<file path="src/rtl/hex_nibble_loader.sv">
// rtl/hex_nibble_loader.sv - ASCII hex UART stream loader for a one-hot nibble register bank
// Optional LOAD inter-character timeout is enabled by defining HEX_LOADER_TIMEOUT_EN.
module hex_nibble_loader #(
  parameter int NIBBLES     = 4,
  parameter int TIMEOUT_CYC = 50_000_000
) (
  input  logic                         clk,
  input  logic                         rst,
  input  logic [7:0]                   rx_data,
  input  logic                         rx_valid,
  input  logic                         done_ack,
  output logic [3:0]                   nib_out,
  output logic [NIBBLES-1:0]           nib_enb,
  output logic                         word_done,
  output logic                         busy,
  output logic [$clog2(NIBBLES+1)-1:0] nib_cnt,
  output logic                         err,
  output logic                         overrun
);

  localparam int CW = $clog2(NIBBLES+1);
  localparam logic [NIBBLES-1:0] MSB_ONEHOT = {1'b1, {(NIBBLES-1){1'b0}}};

  typedef logic [3:0] nibble_t;
  typedef enum logic [1:0] {IDLE, LOAD, WAIT_ACK} state_t;

  state_t             state, state_d;
  logic [CW-1:0]      cnt_d;
  logic [NIBBLES-1:0] enb_d;
  nibble_t            nib_d;
  nibble_t            hex_val;
  logic               err_d, ovr_d, is_hex, is_esc, tmo;

  always_comb begin
    is_hex  = 1'b0;
    is_esc  = 1'b0;
    hex_val = '0;
    if (rx_data >= 8'h30 && rx_data <= 8'h39) begin
      is_hex  = 1'b1;
      hex_val = rx_data[3:0];
    end else if ((rx_data >= 8'h41 && rx_data <= 8'h46) ||
                 (rx_data >= 8'h61 && rx_data <= 8'h66)) begin
      // Low nibble of 'A'/'a' is 1, so +9 lands on 10.
      is_hex  = 1'b1;
      hex_val = rx_data[3:0] + 4'd9;
    end else if (rx_data == 8'h1B) begin
      is_esc  = 1'b1;
    end
  end

  always_comb begin
    state_d = state;
    cnt_d   = nib_cnt;
    enb_d   = '0;
    nib_d   = nib_out;
    err_d   = 1'b0;
    ovr_d   = 1'b0;
    case (state)
      IDLE: begin
        if (rx_valid && is_hex) begin
          enb_d   = MSB_ONEHOT;
          nib_d   = hex_val;
          cnt_d   = CW'(1);
          state_d = LOAD;
        end
      end
      LOAD: begin
        if (rx_valid) begin
          if (is_hex) begin
            enb_d = MSB_ONEHOT >> nib_cnt;
            nib_d = hex_val;
            cnt_d = nib_cnt + CW'(1);
            if (nib_cnt == CW'(NIBBLES-1))
              state_d = WAIT_ACK;
          end else begin
            cnt_d   = '0;
            err_d   = !is_esc;
            state_d = IDLE;
          end
        end else if (tmo) begin
          cnt_d   = '0;
          err_d   = 1'b1;
          state_d = IDLE;
        end
      end
      WAIT_ACK: begin
        // Characters are dropped here even when the ack arrives in the same cycle.
        ovr_d = rx_valid;
        if (done_ack) begin
          cnt_d   = '0;
          state_d = IDLE;
        end
      end
      default: state_d = IDLE;
    endcase
  end

`ifdef HEX_LOADER_TIMEOUT_EN
  localparam int TW = $clog2(TIMEOUT_CYC+1);
  logic [TW-1:0] tmo_cnt;

  assign tmo = (state == LOAD) && !rx_valid && (tmo_cnt == TW'(TIMEOUT_CYC-1));

  always_ff @(posedge clk or negedge rst) begin
    if (!rst)
      tmo_cnt <= '0;
    else if (state_d != LOAD || rx_valid)
      tmo_cnt <= '0;
    else
      tmo_cnt <= tmo_cnt + TW'(1);
  end
`else
  // LOAD never times out in this build.
  assign tmo = (TIMEOUT_CYC < 0);
`endif

  always_ff @(posedge clk or negedge rst) begin
    if (!rst) begin
      state     <= IDLE;
      nib_cnt   <= '0;
      nib_enb   <= '0;
      nib_out   <= '0;
      err       <= 1'b0;
      overrun   <= 1'b0;
      busy      <= 1'b0;
      word_done <= 1'b0;
    end else begin
      state     <= state_d;
      nib_cnt   <= cnt_d;
      nib_enb   <= enb_d;
      nib_out   <= nib_d;
      err       <= err_d;
      overrun   <= ovr_d;
      busy      <= (state_d == LOAD);
      // One cycle behind the last write so the bank has captured it.
      word_done <= (state == WAIT_ACK) && (state_d == WAIT_ACK);
    end
  end

endmodule

</file>
<file path="config.mk">
export PLATFORM = sky130hd
export DESIGN_NAME = hex_nibble_loader
export DESIGN_NICKNAME = d
export VERILOG_FILES = /design/src/rtl/hex_nibble_loader.sv
export SDC_FILE = /design/constraint.sdc
export NUM_CORES = 1
export LEC_CHECK = 0
export CAP_MARGIN = 20
export CORE_ASPECT_RATIO = 1.25
export CORE_MARGIN = 2
export CORE_UTILIZATION = 50
export CTS_CLUSTER_DIAMETER = 80
export DETAILED_ROUTE_END_ITERATION = 8
export PLACE_DENSITY_LB_ADDON = 0.05
export SYNTH_ARGS = -nofsm -noshare
export SYNTH_HDL_FRONTEND = slang
export SYNTH_SLANG_ARGS = --single-unit
export TNS_END_PERCENT = 100
</file>
<file path="constraint.sdc">
create_clock -name clk -period 2.85 [get_ports clk]
set_input_delay 0.57 -clock clk [delete_from_list [all_inputs] [get_ports clk]]
set_output_delay 0.57 -clock clk [all_outputs]
set_load 0.05 [all_outputs]
</file>
Yosys cells after proc, flatten, opt, wreduce, memory -nomap -nowiden
Cells that the tools add are included.
- $add $sub $neg: 2
- order comparisons: 6
- equal/unequal tests: 10
- shift operators: 1
- mux-type cells: 30
- reduce and logical (&&, ||, !) cells: 12
- operators by type and width (operator ; number):
    4-bit two-way mux ; 8
    8-bit by 7-bit greater-or-equal comparator with 1-bit output, second input constant ; 2
    8-bit by 7-bit <= comparator with 1-bit output, second input constant ; 2
    4-bit one-hot mux with 2 select lines ; 2
    3-bit two-way mux ; 4
    2-bit two-way mux ; 5
    1-bit two-way mux ; 9
    3-bit one-hot mux with 3 select lines ; 1
    8-bit by 5-bit equality test with 1-bit output, second input constant ; 1
    8-bit by 6-bit greater-or-equal comparator with 1-bit output, second input constant ; 1
    8-bit by 6-bit <= comparator with 1-bit output, second input constant ; 1
    2-bit inequality test, second input constant ; 4
    4-bit AND reduction ; 2
    2-bit one-hot mux with 3 select lines ; 1
    1-bit logical AND ; 5
    4-bit adder, second input constant ; 1
    2-bit by 1-bit equality test with 1-bit output, second input constant ; 2
    2-bit equality test, second input constant ; 2
    4-bit by 3-bit right shift with 4-bit output, first input constant ; 1
    3-bit by 1-bit adder with 3-bit output, second input constant ; 1
    3-bit by 2-bit equality test with 1-bit output, second input constant ; 1
    3-bit nonzero test ; 1
    2-bit logical NOT ; 1
    2-bit nonzero test ; 1
    other kinds (2) ; 2
- register bits: 17
- bits of input ports: 12
- output and inout bits: 15
- word-level logic and storage cells: 69

Logic depth before layout (Yosys ltp)
- depth in word-level cells: 10
- mapped depth: 8
- gate-level depth less buffers: 7

Worst setup path after synthesis
No wires, ideal clock.
- path type: input-to-reg
- from: input port rx_data[7]
- to: register nib_cnt[0]
- library setup time: 128 ps
- arrival: 1933 ps
- data required time: 2722 ps
- setup slack: 790 ps
- cell stages on the path: 5
- buffers on the path: 0
- cell sequence: or4b_4 > nor3_4 > nor2_2 > a21o_1 > mux2_1
- cells in the longest elaborated chain, start to end: 8
- elaborated cells between the ends (all ways): 18
- classes of those cells: order compare (6); eq/ne (1); mux (5); reduce/logical (6)
- ends and longest elaborated chain (item ; RTL line ; source):
    start, declared ; 9 ; input logic [7:0] rx_data,
    8-bit by 7-bit greater-or-equal comparator with 1-bit output (tied with other cells) ; 41 ; end else if ((rx_data >= 8'h41 && rx_data <= 8'h46) ||
    1-bit logical AND, on equally long branches ; 41, 42 ;
    1-bit logical OR ; 41 ;
    1-bit two-way mux ; 41 ;
    1-bit two-way mux * ; 38 ; if (rx_data >= 8'h30 && rx_data <= 8'h39) begin
    3-bit two-way mux or 1-bit logical AND (tied branches) ; 69, 60 ;
    3-bit two-way mux or 2-bit inequality test (tied branches) ; - ;
    3-bit one-hot mux with 3 select lines or 4-bit AND reduction (tied branches) ; - ;
    end signal, assigned ; 129 ; nib_cnt <= cnt_d;
    end, declared ; 16 ; output logic [$clog2(NIBBLES+1)-1:0] nib_cnt,
Every way passes the cells marked *; elsewhere a longest branch is shown, timed or not. The select of a mux whose other input is x is not followed.
A chain may end at the register's enable or synchronous reset.

Worst setup path in the final report
- from: input port rx_data[1]
- to: register busy
- cells in the longest elaborated chain, start to end: 9
- elaborated cells between the ends (all ways): 18
- classes of those cells: order compare (6); eq/ne (1); mux (6); reduce/logical (5)
- ends and longest elaborated chain (item ; RTL line ; source):
    8-bit by 7-bit greater-or-equal comparator with 1-bit output (tied with other cells) ; 41 ;
    1-bit logical AND, on equally long branches ; 41, 42 ;
    1-bit logical OR ; 41 ;
    1-bit two-way mux ; 41 ;
    1-bit two-way mux * ; 38 ;
    2-bit two-way mux or 1-bit logical AND (tied branches) ; 69, 60 ;
    2-bit two-way mux, on equally long branches ; 68, 60 ;
    2-bit one-hot mux with 3 select lines * ; 58 ; case (state)
    2-bit by 1-bit equality test with 1-bit output * ; 134 ; busy <= (state_d == LOAD);
    end signal, assigned ; 134 ;
    end, declared ; 15 ; output logic busy,
Every way passes the cells marked *; elsewhere a longest branch is shown, timed or not.

==> results.toml <==
[run_status]
outcome = "finished clean"

[floorplan]
initial_core_util_pct = 52.7
die_w_um = 44.9
rows = 18
die_h_um = 55.1
io_pins = 27
dieArea_um2 = 2470
core_area_um2 = 1980

[clock_network]
tritoncts = "built"
cts_setup_buffers = 0
h-tree-depth = 1
cts_made_buffers = 3
cts_num_sinks = 17
worstSkewPairLatency_ps = 290
post_cts_resized = 0
path_clk_slew_ps = 90
cts_root_buf = "clkbuf_4"
clk_path_buf_depth = 2
hold_buffers = 0

[timing]
maxSlewViolCount = 0
layout_min_cycle_time_ps = 2440
tns_ps = 0
rsz0062_at_grt = "no"
fin_skew_ps = 3.96
hold_violations = 0
maxSlewHeadroom_pct = 50.4
setup_violations = 0
tightestPinTransition_ps = 742
fin_crit_sh_pct = 85.7
fmax_mhz = 409

[pwr]
power.density_nw_per_um2 = 576
max-vdd-ir-drop_uv = 534
leakage_nw = 0.624

[worst_setup_path]
path_class = "input pin to flop"
worstPathArrival_ps = 2680
reg2reg_slack_ps = 840
cp.required_ps = 3080
end_kind = "flop"
startpoint_type = "input pin"
cp_max_fo = 8

[cells_and_area]
drive_gt1_share_pct = 5.22
n_antenna_cell = 0
fin_nets = 159
postLayoutCellArea_um2 = 1350
fillers = 167
syn_to_final_growth_pct = 29.1

[yosys]
yosys_warnings = 0
synthMostInstantiatedCell = "dfrtp_1"
ys.flop_type = "dfrtp_1"
ys_top_cells_by_count = "dfrtp_1 (17), ha_1 (12), inv_1 (9), nor2_1 (8), o21ai_0 (7)"
ys_types = 35
syn-cell-area_um2 = 1040
netlist_instances = 106
synth_edf_count = 0
async_flop_share_pct = 100
synth-seq-cells = 17
syn_area_per_cell_um2 = 9.86
synth_nets = 130
synth_top_area_share_pct = 40.7
synthTopCellsByArea = "dfrtp_1 (41%), ha_1 (14%), o21ai_0 (3.4%)"
yosysSeqAreaShare_pct = 40.7
yosys.area.top_type = "dfrtp_1"

[grt]
grt_pass1_wl_um = 3420
grt_usage_pct = 18.7
antenna_found_initial = 0
overflow = 0
grt_max_degree = 18
grt_pass1_vias = 797

[place]
placed_area_um2 = 1320
port_buffers = 26
gp_congestion = 0.727
hpwl_um = 1610

[job]
maxCapViolations = 0

[detailed_routing]
drt-vias-per-instance = 5.63
routed_wl_um = 2050
drc = 0
wire_per_inst_um = 13.3
antenna_violating_nets_post_route = 0
drt-initial-drc-count = 24
drt_pass1_iterations = 4
vias = 867

[min_path]
min_path_type = "flop to flop"
==> critical path: stages <==
cell,delay (ps)
clkdlybuf4s50_1,520
inv_1,80
ha_1,200
nor3b_1,370
nor3_4,130
or4bb_1,490
o211ai_1,160
and2_1,160
==> stage by stage <==
| stage | setup WS [ps] | hold slack, ps | power (mW) | instances | util (%) |
|---|---|---|---|---|---|
| 2_1_floorplan | 790 | 274 | 0.535 | 106 | - |
| 3_3_place_gp | 199 | 468 | 0.645 | 150 | 66.7 |
| 3_5_place_dp | 73.1 | 480 | 0.654 | 150 | 66.7 |
| 4_1_cts | 397 | 503 | 0.779 | 154 | 68.1 |
| 5_1_grt | 266 | 526 | 0.823 | 154 | 68.1 |
| 6_report | 408 | 494 | 0.777 | 154 | 68.1 |
==> worst paths after layout <==
kind,start,to,cells past startpoint
worst max register to register,state[0],busy,7
worst min-delay path,nib_out[0],nib_out[0],2
worst max-delay path,rx_data[1],busy,8
worst min register to register,nib_out[0],nib_out[0],2
min in group asynchronous,rst,busy,1
max in group asynchronous,rst,nib_out[3],1
==> cell families after synthesis <==
group,share of synthesized area [%]
multiplexers,2.04
XOR/XNOR,1.68
flip-flops,40.7
adder cells (fa/ha/maj),14.4
AO/OA/AOI/OAI,14.5
AND/OR/NAND/NOR,22.8
buffers and inverters,3.95
==> flip-flops by register name (all words and copies together) (netlist names) <==
name	flops
busy	1
err	1
nib_cnt	3
nib_enb	4
nib_out	4
overrun	1
state	2
word_done	1
==> cells in the final DEF (no fill, tap or decap) <==
cell type,n
nor3_1,3
mux2i_1,1
nand3_1,1
nor3b_1,1
o21bai_1,1
o21ai_1,3
inv_1,9
o211ai_1,1
o22ai_1,1
clkdlybuf4s50_1,26
a22oi_1,2
and2_1,2
nor2b_1,4
or4b_4,1
or4bb_1,1
nand2_1,5
o221ai_1,1
ha_1,12
nand4bb_1,1
clkbuf_1,1
mux2_1,1
a31oi_1,1
o2111ai_1,1
a21oi_2,1
nor2_2,1
nor3_4,1
nand3b_1,2
nor4bb_1,1
o21ai_0,7
and3_1,5
nor2_1,8
a21oi_1,2
xnor2_1,2
dfrtp_1,17
clkbuf_4,3
a21o_1,3
nor4b_1,1
==> power by group <==
part / switching (mW) / internal (mW)
logic: 0.224 / 0.125
clock network: 0.0719 / 0.0544
registers: 0.0268 / 0.276
==> layer usage <==
layer	GRT usage, %	vias up	routed length (µm)
li1	-	429	-
met1	21.1	407	838
met2	35.5	27	1080
met3	4.22	4	105
met4	4.41	0	17
met5	0	-	0
==> cell type report <==
class,instances,area (µm²),share of cell area [%]
inverters,9,33.8,2.50
well taps,20,25.0,1.86
repair buffers,26,260,19.3
multi-input cells,78,578,42.9
flip-flops and latches,17,425,31.5
clock buffers,4,26.3,1.95
No activity file was read; power rests on OpenSTA's default activity.
